`src/rtl/red_pitaya_dna_ctrl.sv`:
```
// DNA_PORT readout sequencer: loads the 57-bit device DNA, shifts it out bit-serially
// and publishes it atomically with busy/done status.
module red_pitaya_dna_ctrl #(
  parameter int CLK_DIV    = 4,
  parameter bit AUTO_START = 1'b1
) (
  input  logic        clk_i,
  input  logic        rstn_i,
  input  logic        start_i,
  output logic        busy_o,
  output logic        done_o,
  output logic [56:0] dna_value_o,
  output logic        dna_clk_o,
  output logic        dna_read_o,
  output logic        dna_shift_o,
  input  logic        dna_dout_i
);

  generate
    if (CLK_DIV < 2 || CLK_DIV > 64) begin : g_bad_div
      $error("red_pitaya_dna_ctrl: CLK_DIV must be within 2..64");
    end
  endgenerate

  localparam int             PH_W    = $clog2(2 * CLK_DIV);
  localparam logic [PH_W-1:0] PH_MID  = PH_W'(CLK_DIV - 1);
  localparam logic [PH_W-1:0] PH_LAST = PH_W'(2 * CLK_DIV - 1);
  localparam logic [5:0]      BIT_LAST = 6'd56;

  typedef enum logic [1:0] {IDLE, LOAD, SHIFT} state_t;

  state_t          state;
  logic [PH_W-1:0] ph;
  logic [5:0]      bit_cnt;
  logic [56:0]     sr;
  logic            auto_pend;

  // auto_pend starts a readout in the first cycle after reset release
  always_ff @(posedge clk_i or negedge rstn_i) begin
    if (!rstn_i) begin
      state       <= IDLE;
      ph          <= '0;
      bit_cnt     <= '0;
      sr          <= '0;
      auto_pend   <= AUTO_START;
      busy_o      <= 1'b0;
      done_o      <= 1'b0;
      dna_value_o <= '0;
      dna_clk_o   <= 1'b0;
      dna_read_o  <= 1'b0;
      dna_shift_o <= 1'b0;
    end else begin
      auto_pend <= 1'b0;
      case (state)
        IDLE: begin
          if (start_i || auto_pend) begin
            state       <= LOAD;
            busy_o      <= 1'b1;
            done_o      <= 1'b0;
            dna_read_o  <= 1'b1;
            dna_shift_o <= 1'b0;
            dna_clk_o   <= 1'b0;
            ph          <= '0;
            bit_cnt     <= '0;
          end
        end

        LOAD: begin
          ph <= ph + 1'b1;
          if (ph == PH_MID) dna_clk_o <= 1'b1;
          if (ph == PH_LAST) begin
            ph          <= '0;
            dna_clk_o   <= 1'b0;
            state       <= SHIFT;
            dna_read_o  <= 1'b0;
            dna_shift_o <= 1'b1;
            bit_cnt     <= '0;
          end
        end

        SHIFT: begin
          ph <= ph + 1'b1;
          // sample DOUT in the last low cycle, right before the shifting edge
          if (ph == PH_MID) begin
            dna_clk_o <= 1'b1;
            sr        <= {sr[55:0], dna_dout_i};
          end
          if (ph == PH_LAST) begin
            ph        <= '0;
            dna_clk_o <= 1'b0;
            if (bit_cnt == BIT_LAST) begin
              state       <= IDLE;
              busy_o      <= 1'b0;
              done_o      <= 1'b1;
              dna_value_o <= sr;
              dna_shift_o <= 1'b0;
            end else begin
              bit_cnt <= bit_cnt + 1'b1;
            end
          end
        end

        default: state <= IDLE;
      endcase
    end
  end

endmodule

```
`config.mk`:
```
export PLATFORM = sky130hd
export DESIGN_NAME = red_pitaya_dna_ctrl
export DESIGN_NICKNAME = d
export VERILOG_FILES = /design/src/rtl/red_pitaya_dna_ctrl.sv
export SDC_FILE = /design/constraint.sdc
export NUM_CORES = 1
export LEC_CHECK = 0
export BUFFER_PORTS_ARGS = -buffer_cell sky130_fd_sc_hd__buf_2
export CORE_MARGIN = 2
export CORE_UTILIZATION = 57
export DETAILED_ROUTE_END_ITERATION = 6
export PLACE_DENSITY = 0.79
export REMOVE_ABC_BUFFERS = 1
export SYNTH_ARGS = -nofsm -noshare
export SYNTH_HDL_FRONTEND = slang
export SYNTH_SLANG_ARGS = --single-unit
```
`constraint.sdc`:
```
create_clock -name clk_i -period 2.7 [get_ports clk_i]
set_clock_uncertainty 0.2 [all_clocks]
set_input_delay 0.405 -clock clk_i [delete_from_list [all_inputs] [get_ports clk_i]]
set_output_delay 0.405 -clock clk_i [all_outputs]
set_load 0.05 [all_outputs]
```
### Word-level counts from Yosys, hierarchy flattened

Cells that the tools add are included.

* $add $sub $neg: 2
* $mul: 0
* div/mod/pow operators: 0
* $lt $le $gt $ge: 0
* eq/ne operators: 11
* shift operators: 0
* muxes and demuxes: 28
* bitwise gates (word level): 0
* reduce and logical (&&, ||, !) cells: 16

Operator list (count)
* 6-bit two-way mux: 4
* 6-bit one-hot mux with 3 select lines: 1
* 1-bit two-way mux: 10
* 2-bit != test (second input constant): 5
* 5-bit AND reduction: 2
* 3-bit AND reduction: 3
* 2-bit two-way mux: 4
* 1-bit one-hot mux with 2 select lines: 4
* 4-bit AND reduction: 2
* 6-bit by 1-bit adder with 6-bit output (second input constant): 1
* 6-bit == test (second input constant): 1
* 3-bit two-way mux: 2
* 2-bit one-hot mux with 3 select lines: 1
* 3-bit one-hot mux with 2 select lines: 1
* 2-bit nonzero test: 3
* 2-bit AND reduction: 2
* 3-bit by 1-bit adder with 3-bit output (second input constant): 1
* 3-bit by 2-bit == test with 1-bit output (second input constant): 1
* 3-bit == test (second input constant): 1
* 3-bit by 1-bit != test with 1-bit output (second input constant): 1
* 1-bit one-hot mux with 3 select lines: 1
* 3-bit nonzero test: 1
* 2-bit by 1-bit == test with 1-bit output (second input constant): 1
* 2-bit == test (second input constant): 1
* 3 further kinds: 3

* flip-flop bits (word level): 131
* bits in latches: 0
* memory bits (writable): 0
* bits in read-only memories: 0
* bits of input ports: 4
* output and inout port bits: 62
* word-level logic and storage cells: 68
* memories kept: 0

### Longest topological paths before layout

* depth in word-level cells: 4
* gate-level depth with buffers: 8
* mapped depth without buffers: 6

### Least setup slack after synthesis

No wires, ideal clock.

* path type: register to register
* start point: register state[0]
* end point: register dna_shift_o
* library setup time: 0.128 ns
* data arrival time: 1.678 ns
* required time: 2.372 ns
* path slack: 0.694 ns
* cell stages (with the launch flop): 8
* buffers on the path: 1
* clock period less this slack: 2.006 ns
* cells stage by stage: dfrtp_1 -> inv_1 -> ha_1 -> or3b_1 -> buf_4 -> o211ai_2 -> a21oi_1 -> mux2_1

* longest elaborated chain between the ends: 3
* elaborated cells between the ends (all ways): 10
* classes of those cells: 6 x eq/ne; 1 x mux; 3 x reduce/logical

RTL lines
* start, declared: RTL line 32 `state_t state;`
* start signal, assigned: RTL line 41 `state <= IDLE;`
* start signal, assigned: RTL line 57 `state <= LOAD;`
* start signal, assigned: RTL line 74 `state <= SHIFT;`
* 2-bit by 1-bit == test with 1-bit output (tied with other cells): RTL line 54 `case (state)`
* 2-bit != test (no source line) / 3-bit nonzero test (equally long branches)
* 5-bit AND reduction (no source line)
* end signal, assigned: RTL line 51 `dna_shift_o <= 1'b0;`
* end signal, assigned: RTL line 61 `dna_shift_o <= 1'b0;`
* end signal, assigned: RTL line 76 `dna_shift_o <= 1'b1;`
* end, declared: RTL line 15 `output logic dna_shift_o,`

Several ways; a longest one is shown, not always the timed one.
A chain may end at the register's enable or synchronous reset.

### Worst setup path after layout

Ends and elaborated chain as after synthesis.

==> reports/qor.yml <==
job:
  drv_cap: 0
critical_path:
  crit_arrival_ns: 2.49
  path_buf_inv: 1
  cpPeakStageDelay_ns: 0.55
  r2r_slack_ns: 0.40
  crit_path_end_kind: "flop"
  crit_required_ns: 2.89
  worstSetupPathType: "flop to flop"
  cp-start-kind: "flop"
  worstPathCellList: "inv_1, ha_1, nor2_1, o211ai_2, a21oi_1, mux2_1"
  critPathSlowestCell: "ha_1"
  critPathTopFamily: "adder cells"
  critPathMaxFanout: 17
route:
  drc: 0
  drt-pass1-iter-count: 4
  drtAntennaViolNets: 0
  routedWlPerCell_um: 16.7
  drt_wl_total_um: 9070
  num_vias: 2954
  viasPerCell: 5.44
  drt_iter0_drc: 138
cells_and_area:
  final_util: 0.705
  layout_common_cells: "dfrtp_1, mux2_2, buf_2"
  drive_gt1_frac: 0.521
  final_area_um2: 6450
  nFillCells: 586
  area_growth_pct: 21.1
  n_antenna_cell: 0
  final_common_cell: "dfrtp_1"
  fin_nets: 433
global_routing:
  use_met2: 0.322
  grt_pass1_vias: 3040
  grt_pass1_wl_um: 15100
  antenna_found_initial: 0
  met1_usage: 0.256
  overflow: 0
  grtUsageMet3: 0.0513
  grt_use_total: 0.198
  grt-busiest-layer: "met2"
  grt_max_degree: 64
die:
  io_pins: 66
  dieArea_um2: 10100
  core_um2: 9150
  die_h_um: 101
  row_count: 35
  dieWidth_um: 101
  initial_utilization: 0.582
cts:
  clk_latency_ns: 0.51
  cts_root_buf: "clkbuf_8"
  cts_htree_levels: 4
  clock-sinks: 131
  cts_buffers: 17
  postCtsSetupBuffers: 0
  cts-resized-gates: 0
  cts_tree: "yes"
  cts_max_path_buffers: 2
  clk_pin_slew_ns: 0.06
  cts_hold_buf: 2
place:
  io_buffer_count: 65
  dpl.hpwl_um: 5540
  post-place-ws_ns: 0.385
  gp_congestion: 0.805
  dpl-instance-area_um2: 5780
timing:
  slew-limit-headroom: 0.601
  layout_min_cycle_time_ns: 2.30
  setup_slack_ns: 0.403
  setup_viol: 0
  hold_ws_ns: 0.0268
  rsz0062_at_grt: "no"
  max_freq_mhz: 435
  final_max_slew_viol_count: 0
  tightestPinTransition_ns: 0.599
  period_share: 0.851
  hold_violations: 0
logic_synthesis:
  synth-seq-cells: 131
  synth_cell_types: 35
  syn-cell-area_um2: 5330
  ys.warnings.count: 0
  syn_inst: 343
  ys_seq_area_frac: 0.616
  syn_avg_cell_area_um2: 15.5
hold_path:
  min_path_type: "primary input to flop"
power_and_ir_drop:
  power_mw: 4.87
  power_leakage_nw: 3.55
  powerDensity_nw_per_um2: 755
  ir_drop_mv: 0.508
outcome:
  outcome: "finished clean"
power breakdown:
part	internal, mW	switching, mW
Combinational	0.121	0.224
Clock	1.63	0.862
Sequential	2.01	0.0277
Yosys cell counts, drive strengths merged:
cell / n / area share
a21o: 3 / 0.0042
a21oi: 9 / 0.0085
a22o: 2 / 0.0033
a2bb2oi: 1 / 0.0016
a31o: 1 / 0.0016
a31oi: 1 / 0.0012
and3: 1 / 0.0012
buf: 12 / 0.016
clkbuf: 3 / 0.0021
conb: 1 / 0.00070
dfrtp: 130 / 0.61
dfstp: 1 / 0.0049
ha: 10 / 0.023
inv: 8 / 0.0056
mux2: 117 / 0.27
nand2: 10 / 0.0070
nand2b: 1 / 0.0012
nand3: 6 / 0.0066
nand3b: 2 / 0.0028
nand4: 1 / 0.0023
nor2: 6 / 0.0056
nor2b: 2 / 0.0023
nor3: 3 / 0.0028
nor3b: 1 / 0.0014
o211ai: 1 / 0.0023
o21a: 1 / 0.0014
o21ai: 7 / 0.0066
or3b: 1 / 0.0016
or4b: 1 / 0.0019
state kept, by name, indices dropped and copies added (netlist names):
name / flops
busy_o: 1
sr: 57
done_o: 1
state: 2
dna_value_o: 57
dna_clk_o: 1
dna_read_o: 1
auto_pend: 1
dna_shift_o: 1
bit_cnt: 6
ph: 3
worst paths after layout:
path	startpoint	end	cells past startpoint
worst max-delay path	state[0]	dna_shift_o	6
worst min-delay path	start_i	state[1]	4
worst max register to register	state[0]	dna_shift_o	6
worst min register to register	ph[1]	ph[1]	2
max in group asynchronous	rstn_i	dna_value_o[35]	3
min in group asynchronous	rstn_i	dna_read_o	2
metrics by stage:
step | TNS, ns | cells
floorplan | -23.60 | 328
global placement | 0 | 509
detailed placement | 0 | 509
CTS | 0 | 543
global route | 0 | 543
finish | 0 | 543
metal layers:
layer,share of wire,vias up
met5,0,-
met1,0.44,1505
met2,0.51,75
met4,0.0099,0
li1,-,1366
met3,0.040,8
logic make-up after synthesis:
| logic type | share of synthesized area |
|---|---|
| adders and majority gates | 0.0235 |
| AOI/OAI and AO/OA | 0.0308 |
| buffers and inverters | 0.0242 |
| muxes | 0.268 |
| DFF | 0.616 |
| other | 0.000704 |
| and+or+nand+nor | 0.0369 |
area by class of cell:
class                           count  area [um^2]  share of cell area
Clock buffer                       18          428              0.0663
Timing Repair Buffer               72          423              0.0656
Sequential cell                   131         3280               0.508
Tap cell                          111          139              0.0215
Clock inverter                     14          223              0.0345
Multi-Input combinational cell    189         1930               0.299
Inverter                            8         30.0             0.00465
worst min-delay path: stages:
cell and delay (ns):
buf_2 0.08, nor3b_1 0.05, nor2_1 0.08, a2bb2oi_1 0.07
Power figures use the tool's default switching activity.
